File: config.mk
export PLATFORM = sky130hd
export DESIGN_NAME = lift_req_ctrl
export DESIGN_NICKNAME = d
export VERILOG_FILES = /design/src/rtl/lift_req_ctrl.sv
export SDC_FILE = /design/constraint.sdc
export NUM_CORES = 1
export LEC_CHECK = 0
export BUFFER_PORTS_ARGS = -buffer_cell sky130_fd_sc_hd__buf_2
export CORE_UTILIZATION = 35
export DETAILED_ROUTE_END_ITERATION = 8
export HOLD_SLACK_MARGIN = 0.06
export SYNTH_ARGS = -nofsm -noshare
export SYNTH_HDL_FRONTEND = slang
export SYNTH_SLANG_ARGS = --single-unit
export TNS_END_PERCENT = 5
File: constraint.sdc
create_clock -name clk -period 3.1 [get_ports clk]
set_input_delay 0.62 -clock clk [delete_from_list [all_inputs] [get_ports clk]]
set_output_delay 0.62 -clock clk [all_outputs]
set_load 0.01 [all_outputs]
File: src/rtl/lift_req_ctrl.sv
// Request front end for lift_sm: synchronises and debounces raw buttons/switches, latches
// them as request LEDs, and issues one held one-hot target at a time until lift_sm clears it.
module lift_req_ctrl #(
    parameter int unsigned DB_TICKS = 3,
    parameter int unsigned DB_W     = 2
) (
    input  logic       clk,
    input  logic       resetb,
    input  logic       slowref,
    input  logic       btn_up0,
    input  logic       btn_up1,
    input  logic       btn_dn1,
    input  logic       btn_dn2,
    input  logic       sw0,
    input  logic       sw1,
    input  logic       sw2,
    input  logic [1:0] floorno,
    input  logic       moving,
    input  logic       clrup0,
    input  logic       clrup1,
    input  logic       clrdn1,
    input  logic       clrdn2,
    input  logic       clr_flreq0,
    input  logic       clr_flreq1,
    input  logic       clr_flreq2,
    output logic       upled0,
    output logic       upled1,
    output logic       dnled1,
    output logic       dnled2,
    output logic       flreq_led0,
    output logic       flreq_led1,
    output logic       flreq_led2,
    output logic       pbpulse0,
    output logic       pbpulse1,
    output logic       pbpulse2,
    output logic       sw_pulse0,
    output logic       sw_pulse1,
    output logic       sw_pulse2,
    output logic [1:0] ud,
    output logic       tg0,
    output logic       tg2
);

    typedef enum logic [1:0] {StIdle, StHoldPb, StHoldSw} state_t;

    // Request vector order: {sw2, sw1, sw0, dn2, dn1, up1, up0}
    logic [6:0]      w_raw, w_clr, w_rise, w_drop, w_set;
    logic [6:0]      r_sync1, r_sync2, r_deb, r_deb_q, r_led;
    logic [DB_W-1:0] r_cnt [7];
    logic [2:0]      w_at, w_car, w_hall, w_hall_clr, w_car_pick, w_hall_pick;
    state_t          r_state, w_state_d;
    logic [2:0]      r_pb, r_sw, w_pb_d, w_sw_d;
    logic            r_last_up, w_last_up_d;

    assign w_raw = {sw2, sw1, sw0, btn_dn2, btn_dn1, btn_up1, btn_up0};
    assign w_clr = {clr_flreq2, clr_flreq1, clr_flreq0, clrdn2, clrdn1, clrup1, clrup0};

    // Nearest floor to fl; a floor-1 tie between 0 and 2 follows the last direction.
    function automatic logic [2:0] f_pick(input logic [2:0] req, input logic [1:0] fl,
                                          input logic up);
        logic [2:0] pick;
        pick = 3'b000;
        case (fl)
            2'd1: begin
                if (req[1])                pick = 3'b010;
                else if (req[0] && req[2]) pick = up ? 3'b100 : 3'b001;
                else if (req[2])           pick = 3'b100;
                else if (req[0])           pick = 3'b001;
            end
            2'd2: begin
                if (req[2])      pick = 3'b100;
                else if (req[1]) pick = 3'b010;
                else if (req[0]) pick = 3'b001;
            end
            default: begin
                if (req[0])      pick = 3'b001;
                else if (req[1]) pick = 3'b010;
                else if (req[2]) pick = 3'b100;
            end
        endcase
        return pick;
    endfunction

    // Direction implied by travelling to a one-hot target; unchanged if already there.
    function automatic logic f_up(input logic [2:0] tgt, input logic [1:0] fl,
                                  input logic cur);
        logic [1:0] tfl;
        tfl = tgt[2] ? 2'd2 : (tgt[1] ? 2'd1 : 2'd0);
        if (tfl > fl)      return 1'b1;
        else if (tfl < fl) return 1'b0;
        else               return cur;
    endfunction

    // Two-flop synchroniser for every raw input.
    always_ff @(posedge clk or negedge resetb) begin
        if (!resetb) begin
            r_sync1 <= '0;
            r_sync2 <= '0;
        end else begin
            r_sync1 <= w_raw;
            r_sync2 <= r_sync1;
        end
    end

    // Debounce paced by slowref: value must differ for DB_TICKS ticks before it is taken.
    always_ff @(posedge clk or negedge resetb) begin
        if (!resetb) begin
            r_deb   <= '0;
            r_deb_q <= '0;
            for (int i = 0; i < 7; i++) r_cnt[i] <= '0;
        end else begin
            r_deb_q <= r_deb;
            if (slowref) begin
                for (int i = 0; i < 7; i++) begin
                    if (r_sync2[i] != r_deb[i]) begin
                        if (r_cnt[i] == DB_W'(DB_TICKS - 1)) begin
                            r_deb[i] <= r_sync2[i];
                            r_cnt[i] <= '0;
                        end else begin
                            r_cnt[i] <= r_cnt[i] + DB_W'(1);
                        end
                    end else begin
                        r_cnt[i] <= '0;
                    end
                end
            end
        end
    end

    // A press for the floor the stationary lift is already at is dropped.
    assign w_at   = {floorno == 2'd2, floorno == 2'd1, floorno == 2'd0} & {3{~moving}};
    assign w_drop = {w_at[2], w_at[1], w_at[0], w_at[2], w_at[1], w_at[1], w_at[0]};
    assign w_rise = r_deb & ~r_deb_q;
    assign w_set  = w_rise & ~w_drop;

    // Request LEDs: set on debounced rising edge, clear strobe wins over a same-clk set.
    always_ff @(posedge clk or negedge resetb) begin
        if (!resetb) r_led <= '0;
        else         r_led <= (r_led | w_set) & ~w_clr;
    end

    assign w_car       = r_led[6:4];
    assign w_hall      = {r_led[3], r_led[2] | r_led[1], r_led[0]};
    assign w_hall_clr  = {clrdn2, clrup1 | clrdn1, clrup0};
    assign w_car_pick  = f_pick(w_car, floorno, r_last_up);
    assign w_hall_pick = f_pick(w_hall, floorno, r_last_up);

    // Target FSM state, held target registers and last direction.
    always_ff @(posedge clk or negedge resetb) begin
        if (!resetb) begin
            r_state   <= StIdle;
            r_pb      <= '0;
            r_sw      <= '0;
            r_last_up <= 1'b1;
        end else begin
            r_state   <= w_state_d;
            r_pb      <= w_pb_d;
            r_sw      <= w_sw_d;
            r_last_up <= w_last_up_d;
        end
    end

    // Arbitrate on slowref while idle (car first); release on the matching clear every clk.
    always_comb begin
        w_state_d   = r_state;
        w_pb_d      = r_pb;
        w_sw_d      = r_sw;
        w_last_up_d = r_last_up;
        case (r_state)
            StIdle: begin
                if (slowref && !moving) begin
                    if (|w_car) begin
                        w_state_d   = StHoldSw;
                        w_sw_d      = w_car_pick;
                        w_last_up_d = f_up(w_car_pick, floorno, r_last_up);
                    end else if (|w_hall) begin
                        w_state_d   = StHoldPb;
                        w_pb_d      = w_hall_pick;
                        w_last_up_d = f_up(w_hall_pick, floorno, r_last_up);
                    end
                end
            end
            StHoldSw: begin
                if (|(w_clr[6:4] & r_sw)) begin
                    w_state_d = StIdle;
                    w_sw_d    = '0;
                end
            end
            StHoldPb: begin
                if (|(w_hall_clr & r_pb)) begin
                    w_state_d = StIdle;
                    w_pb_d    = '0;
                end
            end
            default: begin
                w_state_d = StIdle;
                w_pb_d    = '0;
                w_sw_d    = '0;
            end
        endcase
    end

    assign {flreq_led2, flreq_led1, flreq_led0, dnled2, dnled1, upled1, upled0} = r_led;
    assign {pbpulse2, pbpulse1, pbpulse0}    = r_pb;
    assign {sw_pulse2, sw_pulse1, sw_pulse0} = r_sw;
    assign ud  = {r_led[1], r_led[2]};
    assign tg0 = r_led[0] | r_led[4];
    assign tg2 = r_led[3] | r_led[6];

endmodule

After elaboration in Yosys (flattened, before gate mapping)
Cells that the tools add are included.
Widths: inputs -> output; s select.

word-level totals
  bits in registers = 58
  input port bits = 20
  word-level logic and storage cells = 159

operators by class
  add/sub/neg operators = 7
  order comparisons = 4
  equality and inequality tests = 26
  muxes and demuxes = 60
  bitwise logic cells = 17
  reduce and logical (&&, ||, !) cells = 23

operators with widths
  operator             number
  $mux 3               24
  $mux 2               21
  $and 7x7->7          3
  $not 7->7            3
  $reduce_and 3->1     7
  $eq 2x2->1 const B   9
  $pmux 3 s3           2
  $add 2x1->2 const B  7
  $ne 2x2->1 const B   6
  $pmux 3 s2           2
  $reduce_or 3->1      4
  $mux 1               10
  $reduce_and 5->1     2
  $and 3x3->3          3
  $reduce_and 4->1     2
  $ne 1x1->1           7
  $or 7x7->7           1
  $pmux 2 s3           1
  $eq 2x1->1 const B   2
  $gt 2x2->1           2
  $logic_not 2->1      2
  $lt 2x2->1           2
  $or 1x1->1           4
  $logic_and 1x1->1    3
  6 further kinds      8

Depth between registers and ports, before layout
Gate-level depths: netlist of the first run.

  depth in word-level cells = 12
  mapped depth = 11
  depth with buffers taken out = 11

Worst setup path after synthesis of the first run
Ideal clock, no wire load.

  path kind = in2reg
  start = input port floorno[1]
  end = register r_last_up
  library setup time = 73 ps
  arrival = 2427 ps
  setup slack = 600 ps
  cell stages on the path = 11
  cell sequence = inv_1 ha_1 nor2b_1 a2111oi_0 o21ai_1 inv_1 ha_1 and2_1 o21ai_0 a31oi_1 a21oi_1

on the way
  cells in the longest elaborated chain, start to end = 8
  elaborated cells on any way between the ends = 19
  those cells by class = 4 x order compare; 3 x eq/ne; 10 x mux; 2 x reduce/logical

ends and longest elaborated chain
  item                                      RTL line  source
  start, declared                           17        input logic [1:0] floorno,
  $eq 2x2->1 or $eq 2x1->1 (tied branches)  63        case (fl)
  $pmux 3 s2                                63
  $mux 1                                    88        tfl = tgt[2] ? 2'd2 : (tgt[1] ? 2'd1 : 2'd0);
  $mux 2                                    88
  $gt 2x2->1                                89        if (tfl > fl) return 1'b1;
  $mux 1                                    89
  $mux 1                                    176       end else if (|w_hall) begin
  $mux 1                                    172       if (|w_car) begin
  end signal, assigned                      159       r_last_up <= w_last_up_d;
  end, declared                             53        logic r_last_up, w_last_up_d;

Parallel ways exist; a longest one is shown, timed or not. The select of a mux whose other input is x is not followed.
A chain may end at the register's enable or synchronous reset.

Final worst setup path of the first run
  start = input port floorno[0]
  end = register r_last_up

Same word-level chain as after synthesis.

==> metrics.cfg, run 1 <==
[outcome]
run_status=completed

[synth]
avgSynthCellArea_sq_um=11.6
synth_cells=215
synth-main-ff-cell=dfrtp_1
syn-num-nets=242
synth-edff-count=0
yosys_register_bits=58
async_flop_share=1.00
yosys.cell_types.count=41
ys_warn_count=0
synth_area_sq_mm=0.00249
ys_seq_area_frac=0.584

[routing]
ant_nets=0
vias=1702
wl_microns=4760
drc=0
drt_iter0_drc=56
vias_per_cell=4.73
wl_per_cell_microns=13.2
drt_pass1_iterations=4

[global_route]
grt_pass1_vias=1585
grtUsageTotal=0.137
antenna_found_initial=0
grt-ovfl-total=0
grt_max_degree=39
grt_first_pass_wirelength_microns=7600

[die]
initial_utilization=0.364
die_h_microns=86.3
coreArea_sq_mm=0.00683
design.die.area_sq_mm=0.00745
io_pins=37
chipWidth_microns=86.3
rows=30

[clock_tree]
clk_pin_slew_ns=0.06
cts_max_level=3
post_cts_buffers=0
clockBufferDepth=2
cts_sinks=58
hold_buffers=0
cts_root_buf=clkbuf_8
cts_resized=0
cts_tree=done
cts_buffers=9
insertion_delay_ns=0.32

[finish]
syn2layout_area_growth_pct=18.9
finish.utilization=0.433
fillerInstances=699
drive_gt1_frac=0.246
antenna_cells=0
final_nets=286

[sta]
hold_slack_ns=0.241
skew_ns=0.00439
tightest_slew_ns=0.469
hold_viol=0
tns_ns=0
drv_slew=0
period_needed_ns=2.54
rsz0062_at_grt=false
setup_viol=0
max_freq_ghz=0.393
fin_crit_sh=0.820
maxSlewHeadroom=0.687
layout_setup_ws_ns=0.558

[place]
port_buffers=36
gp_congestion=0.912
dp_slack_ns=0.266
dp_hpwl_microns=3510

[setup_path]
slowest_delay_ns=0.39
startpoint_type=primary input
critical_path.max_fanout=7
critPathSlowestCell=a2111oi_0
worstPathCellList=buf_2 > inv_1 > ha_1 > nor2b_1 > a2111oi_0 > o21ai_1 > inv_1 > ha_1 > and2_1 > o21ai_0 > a31oi_1 > a21oi_1
worstSetupPathType=in2reg
crit_required_ns=3.35
r2r-end=r_last_up
r2r_start=r_last_up
critPathCaptureType=flop
cp.arrival_ns=2.79
reg2reg_depth=9
r2r_setup_slack_ns=0.94

[power]
power_density_mw_per_mm2=884
ir_drop_uv=313
p_leak_nw=1.44

[run]
cap_violations=0

[hold_path]
min_path_type=in2async

-- placed cells by master, fill, tap and decap left out, types with 2 or more instances in the layout --
master / n
o22ai_1: 7
buf_2: 36
a31oi_1: 7
clkbuf_8: 12
a21oi_1: 4
nand2b_1: 7
and2_1: 2
mux2_1: 7
a22oi_1: 2
nor2_1: 8
or2_1: 2
nand4b_1: 2
clkinv_2: 2
nand2_1: 8
o21ai_0: 6
nor4_4: 2
buf_4: 2
clkbuf_1: 2
inv_1: 21
xor2_1: 7
ha_1: 7
nand3_1: 16
a2bb2oi_1: 2
o21ai_1: 2
mux2i_1: 7
inv_2: 7
dfrtp_1: 57
o2bb2ai_1: 5
-- worst max-delay path, delay by kind of cell --
kind	cells	cell delay, ns
AOI/OAI and AO/OA	5	0.95
and+or+nand+nor	2	0.35
adders and majority gates	2	0.59
buffers and inverters	3	0.29
-- kinds of logic (layout without fill, tap and decap cells) --
group	Yosys count	count (layout)	share of synthesized area
buffers and inverters	33	82	0.0533
muxes	14	14	0.0598
AOI/OAI and AO/OA	42	42	0.115
adders and majority gates	7	7	0.0352
xor gates and xnor gates	7	7	0.0246
DFF	58	58	0.584
and+or+nand+nor	54	54	0.129
-- state kept, by name (all words and copies together) (netlist names) --
register,cells
r_last_up,1
r_led,7
r_sync2,7
r_deb_q,7
r_cnt,14
r_state,2
r_deb,7
r_sw,3
r_sync1,7
r_pb,3
-- final cells by class --
class	instances	area, sq um	share of cell area
Sequential cell	58	1450	0.491
Multi-Input combinational cell	124	903	0.305
Timing Repair Buffer	38	195	0.0660
Clock buffer	14	173	0.0584
Tap cell	96	120	0.0406
Inverter	28	105	0.0355
Clock inverter	2	10.0	0.00338
-- per-stage QoR --
step,power [mW],instance area (sq um),cells
2_1_floorplan,1.76,2490,215
3_3_place_gp,1.99,2780,344
3_5_place_dp,2.01,2780,344
4_1_cts,2.65,2960,360
5_1_grt,2.79,2960,360
6_report,2.61,2960,360
-- worst max-delay path by stage --
stage / startpoint / to / slack, ns / depth (start not counted)
final: floorno[0] / r_last_up / 0.56 / 12
after global routing: floorno[1] / r_last_up / 0.36 / 12
after CTS: floorno[0] / r_last_up / 0.59 / 12
after detailed placement: floorno[0] / r_last_up / 0.27 / 12
after global placement: floorno[0] / r_last_up / 0.34 / 12
after floorplan: floorno[1] / r_last_up / 0.60 / 11
-- where the power goes --
| group | internal [mW] | switching (mW) | total [mW] | leakage, nW |
|---|---|---|---|---|
| clock | 0.353 | 0.272 | 0.625 | 0.0965 |
| combinational | 0.360 | 0.400 | 0.760 | 0.615 |
| sequential | 1.01 | 0.219 | 1.23 | 0.728 |
-- Yosys cell counts, types with 4 or more instances --
library cell  number  share of area
a21oi_1            4         0.0080
a31oi_1            7          0.018
dfrtp_1           57           0.57
ha_1               7          0.035
inv_1             21          0.032
inv_2              7          0.011
mux2_1             7          0.032
mux2i_1            7          0.028
nand2_1            8          0.012
nand2b_1           7          0.018
nand3_1           16          0.032
nor2_1             8          0.012
o21ai_0            6          0.012
o22ai_1            7          0.018
o2bb2ai_1          5          0.018
xor2_1             7          0.025
-- layer usage --
| layer | wire length (microns) | up-vias | track usage |
|---|---|---|---|
| li1 | - | 840 | - |
| met1 | 2320 | 791 | 0.183 |
| met2 | 2060 | 60 | 0.193 |
| met3 | 245 | 11 | 0.0352 |
| met4 | 132 | 0 | 0.100 |
| met5 | 0 | - | 0 |
Power figures use the tool's default switching activity.
==> run 2, diff against run 1 <==
clock period = 2.2 ns   (was 3.1 ns; I/O delays follow)
==> run 2 against run 1 <==
Register-to-register slack worse by 0.77 ns. Largest cell class unchanged. Non-clock buffer count grew 16. Clock power rose by 55%. Die area stayed put. Worst setup slack got worse by 0.39 ns.
==> metrics.cfg, run 2 (synthesis gave the netlist of run 1 again) <==
[setup_path]
cp.arrival_ns=2.28  ; was 2.79 ns
cp_top_family=compound AO/OA/AOI/OAI gates  ; unchanged
worst-path-buf-inv=1  ; was 3
slowest_delay_ns=0.57  ; was 0.39 ns
startpoint_type=flop  ; was primary input
r2r_start=r_last_up  ; unchanged
reg2reg_depth=9  ; unchanged
r2r-end=r_last_up  ; unchanged
worstSetupPathType=reg2reg  ; was in2reg
crit_required_ns=2.46  ; was 3.35 ns
r2r_setup_slack_ns=0.17  ; was 0.94 ns
critPathSlowestCell=dfstp_2  ; was a2111oi_0
critPathCaptureType=flop  ; unchanged
worstPathCellList=nand2_1 > a2111oi_4 > o21ai_2 > inv_1 > ha_1 > and2_1 > o21ai_0 > a31oi_1 > a21oi_1  ; was buf_2 > inv_1 > ha_1 > nor2b_1 > a2111oi_0 > o21ai_1 > inv_1 > ha_1 > and2_1 > o21ai_0 > a31oi_1 > a21oi_1
critical_path.max_fanout=4  ; was 7

[clock_tree]
cts_root_buf=clkbuf_8  ; unchanged
clk_pin_slew_ns=0.07  ; was 0.06 ns
cts_max_level=3  ; unchanged
insertion_delay_ns=0.33  ; was 0.32 ns
hold_buffers=0  ; unchanged
cts_buffers=9  ; unchanged
cts_tree=done  ; unchanged
post_cts_buffers=0  ; unchanged
clockBufferDepth=2  ; unchanged
cts_resized=0  ; unchanged
cts_sinks=58  ; unchanged

[die]
io_pins=37  ; unchanged
rows=30  ; unchanged
design.die.area_sq_mm=0.00745  ; unchanged
chipWidth_microns=86.3  ; unchanged
die_h_microns=86.3  ; unchanged
initial_utilization=0.364  ; unchanged
coreArea_sq_mm=0.00683  ; unchanged

[routing]
ant_nets=0  ; unchanged
vias_per_cell=4.64  ; was 4.73
drc=0  ; unchanged
wl_microns=4750  ; was 4760 microns
drt_iter0_drc=85  ; was 56
vias=1744  ; was 1702
wl_per_cell_microns=12.6  ; was 13.2 microns
drt_pass1_iterations=4  ; unchanged

[sta]
drv_slew=0  ; unchanged
max_freq_ghz=0.493
skew_ns=0.00724  ; was 0.00439 ns
maxSlewHeadroom=0.616  ; was 0.687
setup_viol=0  ; unchanged
fin_crit_sh=0.921
hold_viol=0  ; unchanged
tightest_slew_ns=0.576  ; was 0.469 ns
period_needed_ns=2.03
rsz0062_at_grt=false  ; unchanged
tns_ns=0  ; unchanged

[finish]
finish.utilization=0.461  ; was 0.433
multiInputGateArea_sq_um=941  ; was 903 sq um
layout_commonest_cell=dfrtp_1  ; unchanged
drive_gt1_frac=0.314  ; was 0.246
largest_reg_flops=14  ; unchanged
regArea_sq_mm=0.00145  ; unchanged
most-common-layout-cells=dfrtp_1, buf_2, inv_1  ; unchanged
syn2layout_area_growth_pct=26.6  ; was 18.9%
largest_register=r_cnt  ; unchanged
fin_cells=376  ; was 360
antenna_cells=0  ; unchanged
final_nets=302  ; was 286
fillerInstances=654  ; was 699

[global_route]
grt-ovfl-total=0  ; unchanged
top_usage_layer=met2  ; unchanged
grtUsageMet1=0.188  ; was 0.183
use_met3=0.0495  ; was 0.0352
grt.met2_usage=0.241  ; was 0.193
grt_pass1_vias=1767  ; was 1585
grt_max_degree=30  ; was 39
grt_first_pass_wirelength_microns=8310  ; was 7600 microns
antenna_found_initial=0  ; unchanged
grtUsageTotal=0.149  ; was 0.137

[hold_path]
min_path_type=in2async  ; unchanged

[place]
gp_congestion=0.858  ; was 0.912
dp_cells=360  ; was 344
port_buffers=36  ; unchanged
dp_hpwl_microns=3620  ; was 3510 microns

[power]
ir_drop_uv=405  ; was 313 uV
p_total_mw=3.88  ; was 2.61 mW
power_density_mw_per_mm2=1230  ; was 884 mW/mm^2
p_leak_nw=1.52  ; was 1.44 nW

[outcome]
run_status=completed  ; unchanged

[run]
cap_violations=0  ; unchanged

run 2: cell types whose count changed in the layout (fill, tap and decap cells not counted), sizes merged:
cell,previous run,this run
buf,38,54
bufinv,0,1
clkbuf,14,10
clkinvlp,0,3
run 2: metrics by stage:
stage	setup WS [ns]	hold slack, ns	instance area (sq um)
final	0.173	0.108	3150
after global routing	0.0139	0.141	3150
after CTS	0.126	0.121	3130
after detailed placement	-0.220	0.335	2930
after global placement	-0.152	0.332	2930
after floorplan	0.00657	0.144	2510
run 2: how the worst max path moves through the flow:
stage / startpoint / depth (start not counted) / slack [ns] / endpoint
global placement: floorno[1] / 12 / -0.15 / r_last_up
floorplan: floorno[1] / 11 / 0.007 / r_last_up
CTS: r_last_up / 9 / 0.13 / r_last_up
finish: r_last_up / 9 / 0.17 / r_last_up
detailed placement: floorno[1] / 12 / -0.22 / r_last_up
global route: floorno[0] / 12 / 0.01 / r_last_up
run 2: power by group:
group	internal, mW	total (mW)	switching (mW)
logic	0.586	1.18	0.598
registers	1.42	1.72	0.299
clock network	0.553	0.971	0.418
total	2.56	3.88	1.32
run 2: final cells by class:
cell class	instances	area share
inverters	28	0.0334
flip-flops and latches	58	0.461
clock buffers	10	0.0437
well taps	96	0.0381
multi-input cells	124	0.299
repair buffers	54	0.104
clock inverters	6	0.0210
run 2: routing by layer:
| metal | wire length (microns) | vias to the layer above | part of all wire |
|---|---|---|---|
| met4 | 55 | 0 | 0.012 |
| met1 | 2220 | 826 | 0.47 |
| met2 | 2250 | 38 | 0.47 |
| li1 | - | 874 | - |
| met5 | 0 | - | 0 |
| met3 | 218 | 6 | 0.046 |
